File: config.mk
export PLATFORM = sky130hd
export DESIGN_NAME = user_reg_intr_ctrl_flat
export DESIGN_NICKNAME = d
export VERILOG_FILES = /design/src/rtl/user_reg_intr_ctrl_pkg.sv /design/src/rtl/user_reg_intr_ctrl_if.sv /design/src/rtl/user_reg_intr_ctrl_timer.sv /design/src/rtl/user_reg_intr_ctrl.sv /design/src/flat_wrapper.sv
export SDC_FILE = /design/constraint.sdc
export NUM_CORES = 1
export LEC_CHECK = 0
export BUFFER_PORTS_ARGS = -buffer_cell sky130_fd_sc_hd__buf_2
export CORE_UTILIZATION = 40
export CTS_BUF_LIST = sky130_fd_sc_hd__clkbuf_4 sky130_fd_sc_hd__clkbuf_8 sky130_fd_sc_hd__clkbuf_16
export DETAILED_ROUTE_END_ITERATION = 10
export GPL_ROUTABILITY_DRIVEN = 1
export SLEW_MARGIN = 10
export SYNTH_ARGS = -nofsm -noshare
export SYNTH_HDL_FRONTEND = slang
export SYNTH_SLANG_ARGS = --single-unit
File: constraint.sdc
create_clock -name user_clk_i -period 9.9 [get_ports user_clk_i]
set_input_delay 2.97 -clock user_clk_i [delete_from_list [all_inputs] [get_ports user_clk_i]]
set_output_delay 2.97 -clock user_clk_i [all_outputs]
set_load 0.01 [all_outputs]
File: src/rtl/user_reg_intr_ctrl_pkg.sv
// Shared constants for the user register bank: register selects, CTRL bit
// positions and the interrupt handshake state encoding.
package user_reg_pkg;

  // Register select = byte offset [4:2]
  localparam logic [2:0] REG_ID         = 3'd0;  // 0x00
  localparam logic [2:0] REG_SCRATCH    = 3'd1;  // 0x04
  localparam logic [2:0] REG_CTRL       = 3'd2;  // 0x08
  localparam logic [2:0] REG_INT_STATUS = 3'd3;  // 0x0C
  localparam logic [2:0] REG_INT_MASK   = 3'd4;  // 0x10
  localparam logic [2:0] REG_TMR_LOAD   = 3'd5;  // 0x14
  localparam logic [2:0] REG_TMR_COUNT  = 3'd6;  // 0x18
  localparam logic [2:0] REG_USER_CTRL  = 3'd7;  // 0x1C

  localparam int CTRL_TMR_EN     = 0;
  localparam int CTRL_TMR_RELOAD = 1;

  typedef enum logic [1:0] {
    IDLE     = 2'd0,
    REQ      = 2'd1,
    WAIT_CLR = 2'd2
  } intr_state_e;

endpackage

File: src/rtl/user_reg_intr_ctrl_if.sv
// User-side register bus and interrupt pair between the PCIe core (master)
// and the register bank (slave).
interface user_reg_intr_ctrl_if;
  // Handshake: wr/rd requests are one-cycle strobes with no backpressure;
  // every rd_req is answered by exactly one rd_ack (data valid) the next
  // cycle. intr_req is a level held until a one-cycle intr_ack is sampled.
  logic [19:0] user_addr_i;
  logic [31:0] user_data_i;
  logic        user_wr_req_i;
  logic        user_rd_req_i;
  logic [31:0] user_data_o;
  logic        user_rd_ack_o;
  logic        user_intr_req_o;
  logic        user_intr_ack_i;

  modport master (
    output user_addr_i, user_data_i, user_wr_req_i, user_rd_req_i, user_intr_ack_i,
    input  user_data_o, user_rd_ack_o, user_intr_req_o
  );

  modport slave (
    input  user_addr_i, user_data_i, user_wr_req_i, user_rd_req_i, user_intr_ack_i,
    output user_data_o, user_rd_ack_o, user_intr_req_o
  );
endinterface

File: src/rtl/user_reg_intr_ctrl_timer.sv
// Programmable countdown: load on enable, decrement to zero, then either
// reload or hold at zero while flagging expiry every cycle it sits there enabled.
module user_reg_timer (
  input  logic        clk,
  input  logic        rst,
  input  logic        i_start,
  input  logic        i_en,
  input  logic        i_reload,
  input  logic [31:0] i_load_val,
  output logic [31:0] o_count,
  output logic        o_expire
);

  logic [31:0] r_count;

  assign o_expire = i_en && (r_count == 32'd0);
  assign o_count  = r_count;

  always_ff @(posedge clk or posedge rst) begin
    if (rst) begin
      r_count <= '0;
    end else if (i_start) begin
      r_count <= i_load_val;
    end else if (o_expire) begin
      // Without reload the enable is cleared by the owner and the count rests at 0
      if (i_reload) r_count <= i_load_val;
    end else if (i_en) begin
      r_count <= r_count - 32'd1;
    end
  end

endmodule

File: src/rtl/user_reg_intr_ctrl.sv
// User register bank with W1C interrupt status, mask, countdown timer and a
// request/ack interrupt handshake that waits for the source to clear before re-arming.
module user_reg_intr_ctrl
  import user_reg_pkg::*;
#(
  parameter logic [31:0] ID_VALUE = 32'h5057_0001,
  parameter int          NUM_EVT  = 7
) (
  input  logic                 user_clk_i,
  input  logic                 user_reset_i,
  user_reg_intr_ctrl_if.slave  bus,
  input  logic [NUM_EVT-1:0]   evt_i,
  output logic [31:0]          user_ctrl_o,
  output intr_state_e          o_dbg_state
);

  localparam int SW = NUM_EVT + 1;

  logic          w_mapped, w_wr, w_ctrl_wr, w_tmr_start, w_tmr_expire, w_pending;
  logic [2:0]    w_sel;
  logic [31:0]   w_tmr_count, w_rd_mux;
  logic [SW-1:0] w_status_set, w_status_clr;
  logic          w_unused_addr;

  logic [31:0]   r_scratch, r_tmr_load, r_user_ctrl, r_rd_data;
  logic          r_tmr_en, r_tmr_reload, r_rd_ack;
  logic [SW-1:0] r_int_status, r_int_mask;
  intr_state_e   r_state, w_next_state;

  assign w_mapped      = (bus.user_addr_i[19:5] == 15'd0);
  assign w_sel         = bus.user_addr_i[4:2];
  assign w_unused_addr = &{1'b0, bus.user_addr_i[1:0]};
  assign w_wr          = bus.user_wr_req_i && w_mapped;
  assign w_ctrl_wr     = w_wr && (w_sel == REG_CTRL);
  assign w_tmr_start   = w_ctrl_wr && !r_tmr_en && bus.user_data_i[CTRL_TMR_EN];

  user_reg_timer u_timer (
    .clk        (user_clk_i),
    .rst        (user_reset_i),
    .i_start    (w_tmr_start),
    .i_en       (r_tmr_en),
    .i_reload   (r_tmr_reload),
    .i_load_val (r_tmr_load),
    .o_count    (w_tmr_count),
    .o_expire   (w_tmr_expire)
  );

  // Set is OR-ed after the clear so a same-cycle event beats a W1C
  assign w_status_set = {w_tmr_expire, evt_i};
  assign w_status_clr = (w_wr && (w_sel == REG_INT_STATUS)) ? bus.user_data_i[SW-1:0] : '0;
  assign w_pending    = |(r_int_status & r_int_mask);

  always_ff @(posedge user_clk_i or posedge user_reset_i) begin
    if (user_reset_i) begin
      r_scratch    <= '0;
      r_tmr_en     <= 1'b0;
      r_tmr_reload <= 1'b0;
      r_int_status <= '0;
      r_int_mask   <= '0;
      r_tmr_load   <= '0;
      r_user_ctrl  <= '0;
    end else begin
      r_int_status <= (r_int_status & ~w_status_clr) | w_status_set;
      if (w_ctrl_wr) begin
        r_tmr_en     <= bus.user_data_i[CTRL_TMR_EN];
        r_tmr_reload <= bus.user_data_i[CTRL_TMR_RELOAD];
      end else if (w_tmr_expire && !r_tmr_reload) begin
        r_tmr_en <= 1'b0;
      end
      if (w_wr) begin
        case (w_sel)
          REG_SCRATCH:   r_scratch   <= bus.user_data_i;
          REG_INT_MASK:  r_int_mask  <= bus.user_data_i[SW-1:0];
          REG_TMR_LOAD:  r_tmr_load  <= bus.user_data_i;
          REG_USER_CTRL: r_user_ctrl <= bus.user_data_i;
          default: ;
        endcase
      end
    end
  end

  always_comb begin
    w_rd_mux = '0;
    if (w_mapped) begin
      case (w_sel)
        REG_ID:         w_rd_mux = ID_VALUE;
        REG_SCRATCH:    w_rd_mux = r_scratch;
        REG_CTRL:       w_rd_mux = {30'd0, r_tmr_reload, r_tmr_en};
        REG_INT_STATUS: w_rd_mux = 32'(r_int_status);
        REG_INT_MASK:   w_rd_mux = 32'(r_int_mask);
        REG_TMR_LOAD:   w_rd_mux = r_tmr_load;
        REG_TMR_COUNT:  w_rd_mux = w_tmr_count;
        REG_USER_CTRL:  w_rd_mux = r_user_ctrl;
        default:        w_rd_mux = '0;
      endcase
    end
  end

  // Read data is captured from pre-write state, so a same-cycle write is not seen
  always_ff @(posedge user_clk_i or posedge user_reset_i) begin
    if (user_reset_i) begin
      r_rd_ack  <= 1'b0;
      r_rd_data <= '0;
    end else begin
      r_rd_ack <= bus.user_rd_req_i;
      if (bus.user_rd_req_i) r_rd_data <= w_rd_mux;
    end
  end

  always_ff @(posedge user_clk_i or posedge user_reset_i) begin
    if (user_reset_i) r_state <= IDLE;
    else              r_state <= w_next_state;
  end

  always_comb begin
    w_next_state = r_state;
    case (r_state)
      IDLE:     if (w_pending)           w_next_state = REQ;
      REQ:      if (bus.user_intr_ack_i) w_next_state = WAIT_CLR;
      WAIT_CLR: if (!w_pending)          w_next_state = IDLE;
      default:                           w_next_state = IDLE;
    endcase
  end

  assign bus.user_data_o     = r_rd_data;
  assign bus.user_rd_ack_o   = r_rd_ack;
  assign bus.user_intr_req_o = (r_state == REQ);
  assign user_ctrl_o         = r_user_ctrl;
  assign o_dbg_state         = r_state;

endmodule

File: src/flat_wrapper.sv
// flat-port wrapper written by rule: the top's interface ports become plain ports
module user_reg_intr_ctrl_flat import user_reg_pkg::*;
#(
  parameter logic [31:0] ID_VALUE = 32'h5057_0001,
  parameter int          NUM_EVT  = 7
)
  (user_clk_i, user_reset_i, evt_i, user_ctrl_o, o_dbg_state, bus_user_addr_i, bus_user_data_i, bus_user_wr_req_i, bus_user_rd_req_i, bus_user_intr_ack_i, bus_user_data_o, bus_user_rd_ack_o, bus_user_intr_req_o);
  user_reg_intr_ctrl_if bus_i ();
  input  logic user_clk_i;
  input  logic user_reset_i;
  input  logic [NUM_EVT-1:0] evt_i;
  output logic [31:0] user_ctrl_o;
  output intr_state_e o_dbg_state;
  input wire logic [$bits(bus_i.user_addr_i)-1:0] bus_user_addr_i;
  input wire logic [$bits(bus_i.user_data_i)-1:0] bus_user_data_i;
  input wire logic [$bits(bus_i.user_wr_req_i)-1:0] bus_user_wr_req_i;
  input wire logic [$bits(bus_i.user_rd_req_i)-1:0] bus_user_rd_req_i;
  input wire logic [$bits(bus_i.user_intr_ack_i)-1:0] bus_user_intr_ack_i;
  output wire logic [$bits(bus_i.user_data_o)-1:0] bus_user_data_o;
  output wire logic [$bits(bus_i.user_rd_ack_o)-1:0] bus_user_rd_ack_o;
  output wire logic [$bits(bus_i.user_intr_req_o)-1:0] bus_user_intr_req_o;
  assign bus_i.user_addr_i = bus_user_addr_i;
  assign bus_i.user_data_i = bus_user_data_i;
  assign bus_i.user_wr_req_i = bus_user_wr_req_i;
  assign bus_i.user_rd_req_i = bus_user_rd_req_i;
  assign bus_i.user_intr_ack_i = bus_user_intr_ack_i;
  assign bus_user_data_o = bus_i.user_data_o;
  assign bus_user_rd_ack_o = bus_i.user_rd_ack_o;
  assign bus_user_intr_req_o = bus_i.user_intr_req_o;
  user_reg_intr_ctrl #(.ID_VALUE(ID_VALUE), .NUM_EVT(NUM_EVT)) u_core (.user_clk_i(user_clk_i), .user_reset_i(user_reset_i), .bus(bus_i), .evt_i(evt_i), .user_ctrl_o(user_ctrl_o), .o_dbg_state(o_dbg_state));
endmodule
Yosys cells after proc, flatten, opt, wreduce, memory -nomap -nowiden
Index checks and enable logic that the tools add are counted.
Storage, ports and cells
  bits in registers: 181
  bits in latches: 0
  bits in writable memories: 0
  ROM bits: 0
  input port bits: 64
  output and inout port bits: 68
  logic and storage cells: 64
  memories: 0
Operators by class
  $add $sub $neg: 1
  $mul: 0
  divide/modulo/power cells: 0
  $lt $le $gt $ge: 0
  eq/ne operators: 13
  shifts and indexed selects: 0
  multiplexer cells: 13
  bitwise operators: 4
  reduce and logical (&&, ||, !) cells: 22
Operators by type and width (count)
  $pmux W32 S8: 1
  $mux W32: 5
  $logic_not A32 Y1: 1
  $sub A32 B1 Y32 const B: 1
  $and A8 B8 Y8: 2
  $logic_not A15 Y1: 1
  $eq A3 B3 Y1 const B: 4
  $reduce_and A2 Y1: 5
  $mux W8: 1
  $not A8 Y8: 1
  $or A8 B8 Y8: 1
  $reduce_or A8 Y1: 1
  $logic_and A1 B1 Y1: 7
  $eq A3 B2 Y1 const B: 2
  $mux W2: 3
  $pmux W2 S3: 1
  $ne A2 B2 Y1 const B: 2
  $eq A3 B1 Y1 const B: 1
  $logic_not A3 Y1: 1
  $ne A3 B3 Y1 const B: 1
  $reduce_and A3 Y1: 1
  $reduce_bool A3 Y1: 1
  $eq A2 B1 Y1 const B: 1
  $eq A2 B2 Y1 const B: 1
  5 further kinds: 7

Logic depth before layout (Yosys ltp)
  depth in word-level cells: 7
  mapped depth: 10
  depth with buffers taken out: 8

Cells and area by module
From an unflattened synthesis, not the netlist that was laid out.
Unflattened totals
  cells, all modules: 856
  area, all modules: 9257.6 µm²
Modules (own cells, without submodules)
  user_reg_intr_ctrl: times used 1, cells an instance 561, area an instance 6904.1 µm², sequential area each 3728.6 µm²
  user_reg_timer: times used 1, cells an instance 295, area an instance 2353.5 µm², sequential area each 800.8 µm²

Least setup slack after synthesis
No wires, ideal clock.
  kind: input to register
  from: input port bus_user_addr_i[3]
  to: register u_core.r_tmr_load[0]
  setup time: 0.125 ns
  arrival time: 4.679 ns
  data required time: 9.775 ns
  setup slack: 5.096 ns
  stages: 7
  buffers on the path: 3
  cell sequence: clkbuf_1 clkinv_1 and3_1 clkbuf_1 nand2_1 buf_1 mux2_2
Between the ends
  word-level cells in the longest chain between the ends: 2
RTL lines
  from (decl): line flat_wrapper.sv:14  | input wire logic [$bits(bus_i.user_addr_i)-1:0] bus_user_addr_i;
  $eq A3 B3 Y1: line user_reg_intr_ctrl.sv:71  | case (w_sel)
  $reduce_and A2 Y1 (no line)
  to (signal assigned): line user_reg_intr_ctrl.sv:74  | REG_TMR_LOAD: r_tmr_load <= bus.user_data_i;
  to (decl): line user_reg_intr_ctrl.sv:25  | logic [31:0] r_scratch, r_tmr_load, r_user_ctrl, r_rd_data;
No other way between the ends.
A chain may end at the register's enable or synchronous reset.

Final worst setup path
  from: input port bus_user_addr_i[2]
  to: register u_core.r_scratch[29]
Between the ends
  word-level cells in the longest chain between the ends: 2
RTL lines
  $eq A3 B1 Y1: line user_reg_intr_ctrl.sv:71
  $reduce_and A2 Y1 (no line)
  to (signal assigned): line user_reg_intr_ctrl.sv:72  | REG_SCRATCH: r_scratch <= bus.user_data_i;
  to (decl): line user_reg_intr_ctrl.sv:25
No other way between the ends.

==> run summary <==
Clk_skew = 0.00886 ns
Vias = 6,780
Syn Inst Count = 788
Chip width = 151 um
RePlAce Congestion = 0.801
RSZ-0062 raised after global routing = no
CP Max Fanout = 43
Synth Net Count = 853
CTS tree = yes
Cell Area, Synth = 8850 sq um
Slew margin rel. = 30.5%
Clock power share = 45.6%
Ports = 132
Reg2reg path depth = 8
Post-synth ARST share = 100%
Post-synthesis register bit count = 181
Crit path cell chain = buf_2 > nor2b_1 > and2_1 > nand2_1 > buf_4 > mux2_2
Reg2Reg Setup Slack = 6.24 ns
Max-cap violations = 0
Min Tclk post-route = 6.42 ns
Final Hold Viols = 0
Routed wire length = 23,500 um
Largest stage delay on the critical path = 0.89 ns
I/O Buffers = 129
# DRC = 0
Synth Flop Type = dfrtp_1
Detailed placement HPWL = 15,300 um
TritonCTS Sinks = 181
CTS buffer count = 17
Final setup violation count = 0
Syn_area_per_cell = 11.2 sq um
Pre-CTS WS = 3.10 ns
Worst Tran Pin Value = 1.03 ns
Pin count of the biggest net entering global routing = 81
Core Box Area = 21,800 sq um
Clk root buf = clkbuf_16
CP Depth = 6
Global Route Usage Sum = 21.3%
Max frequency = 156 MHz
Logic pwr share = 4.5%
Setup ws final = 3.48 ns
Crit path max-delay family = simple AND/OR/NAND/NOR gates
Unique masters post-synth = 50
IR drop worst, VDD = 0.0000692 V
Psw = 0.343 mW
Fillers = 2,065
Clock slew at reported path FFs = 0.07 ns
Fin util = 47.3%
Switching share of power = 23.2%
Synth Warn # = 0
Number of global-route vias before repair = 6,498
Sequential power share = 49.9%
Share of the yosys chip area belonging to registers = 51.2%
Initial antenna violation count = 0
CP Data Required Time = 10.22 ns
Power, Total = 1.48 mW
P&R area growth vs syn = 16.2%
Longest Clk Path Bufs = 2
Gr ovfl total = 0
Setup TNS = 0 ns
Run status = completed
Worst setup SP type = primary input
Fin cells = 1,187
Via-per-instance ratio = 5.71
Crit. End Element = flip-flop
Leak Pwr = 5.04 nW
Average wire per cell in the routed design = 19.8 um
Nets = 958
Pre-antenna DRT Iters = 5
H-tree levels = 4
Final clock period utilization by the worst path = 64.9%
Post-CTS Resized = 0
Die span in y = 151 um
Share of post-route cells with drive strength above 1 = 33.2%
Hold WS = 0.476 ns
Dpl cell area = 9700 sq um
Number of synthesized flops with an enable pin = 0
Hold Path Class = reg2reg
Pwr dens = 144 nW/um^2
Setup bufs post-CTS = 0
Sum of buffers and inverters on the critical path = 2
Final instance area = 10,300 sq um
Hold depth = 1
Crit path kind = in2reg
Cts hold-fix bufs = 0
Cell-internal power = 1.14 mW
Max-slew violations = 0
Initial detailed-routing violation count = 532
Row cnt = 54
Clk_lat worst skew = 0.43 ns
Initial Utilization = 40.7%
Placed Cells = 1,154
First-pass GRT wire length = 36,700 um
Slowest cell on crit path = and2_1
Antenna Nets Post-Route = 0
Die Area = 22,700 sq um
Data arrival, critical path = 6.74 ns
-- final timing paths --
check / startpoint / endpoint
min: u_core.o_dbg_state[1] / u_core.o_dbg_state[0]
max in group asynchronous: user_reset_i / u_core.r_scratch[5]
max: bus_user_addr_i[2] / u_core.r_scratch[29]
min reg2reg: u_core.o_dbg_state[1] / u_core.o_dbg_state[0]
max reg2reg: u_core.u_timer.o_count[0] / u_core.u_timer.o_count[27]
min in group asynchronous: user_reset_i / u_core.bus.user_data_o[19]
-- layout by cell type (no fill, tap or decap), types with 2 or more instances in the layout --
cell type and instances:
a211oi_1 9, a21o_1 8, a21oi_1 27, a221o_1 2
a221oi_1 23, a22o_1 25, a22oi_1 10, a2bb2oi_1 7
and3_1 6, and4_1 2, buf_2 129, buf_4 11
clkbuf_16 17, clkbuf_4 2, clkbuf_8 4, clkinv_4 4
clkinvlp_4 2, dfrtp_1 181, inv_1 52, inv_6 2
mux2_2 119, mux2i_1 32, mux4_2 2, nand2_1 45
nand2b_1 5, nand3_1 12, nand4_1 5, nor2_1 21
nor2b_1 2, nor3_1 19, nor3b_1 3, nor4_1 17
nor4b_1 4, o21ai_0 27, o22ai_1 35, o2bb2ai_1 9
o31ai_1 2, o32ai_1 2, or3_1 4, or4_1 2
-- flip-flops by register name, summed over array words and instances (netlist names) --
signal	flops
u_core.bus.user_rd_ack_o	1
u_core.r_scratch	32
u_core.user_ctrl_o	32
u_core.o_dbg_state	2
u_core.u_timer.o_count	32
u_core.r_int_status	8
u_core.r_tmr_reload	1
u_core.r_tmr_en	1
u_core.bus.user_data_o	32
u_core.r_tmr_load	32
u_core.r_int_mask	8
-- worst register-to-register path, cell delays in order, from the launching register on --
cell	delay (ns)
dfrtp_1	0.44
inv_1	0.10
ha_1	0.23
nor4b_1	0.85
nand4_1	0.18
or4b_4	0.58
nand2_1	0.61
o21ai_0	0.21
a221o_1	0.37
-- synthesized netlist by cell type (all sizes together), types with 2 or more instances --
library cell	n	area, sq um
or4b	2	23.8
or3	5	36.3
nor2b	2	12.5
mux4	2	45.0
o31ai	2	15.0
nand4	5	31.3
a2bb2oi	7	61.3
o21ai	27	135
inv	53	199
buf	22	133
and2	2	15.0
nor3	19	95.1
nand3	12	60.1
o32ai	2	17.5
nor3b	4	30.0
nor2	21	78.8
mux2i	32	320
and4	2	17.5
o2bb2ai	9	78.8
a211oi	9	67.6
a21oi	28	140
a22oi	10	75.1
o22ai	35	219
a22o	25	219
dfrtp	181	4530
mux2	119	1340
or4	3	26.3
and3	6	37.5
a21o	8	60.1
nand2b	5	31.3
a221oi	23	201
clkbuf	32	120
nand2	45	169
nor4b	4	35.0
nor4	17	106
a221o	2	20.0
-- per-layer routing --
metal  routed length [um]  share of wire (%)  GRT usage (%)
met4                  364                1.5           6.55
met3                 1250                5.3           3.61
met1                11300                 48           30.8
met5                    0                  0              0
met2                10600                 45           32.5
-- cell type report --
cell class                 instances  area (sq um)  share of cell area [%]
antenna                            1          2.50                  0.0243
clock buffer                      23           495                    4.81
clock inverter                     9          93.8                   0.912
inverter                          54           208                    2.02
multi-input combinational        499          3880                    37.7
sequential                       181          4530                    44.0
tap                              280           350                    3.40
timing repair buffer             140           728                    7.08
-- power by group through the flow --
stage               sequential, mW  combinational [mW]  clock, mW
floorplan                    0.754              0.0330          0
global placement             0.754              0.0677          0
detailed placement           0.754              0.0678          0
CTS                          0.740              0.0681      0.685
global route                 0.739              0.0736      0.716
finish                       0.740              0.0668      0.676
-- kinds of logic after synthesis --
group,count (synthesis),synth area share [%]
AO/OA/AOI/OAI,189,15.0
adder cells (fa/ha/maj),1,0.141
buffers and inverters,108,5.14
flip-flops,181,51.2
multiplexers,153,19.3
AND/OR/NAND/NOR,156,9.28
Power figures use the tool's default switching activity.
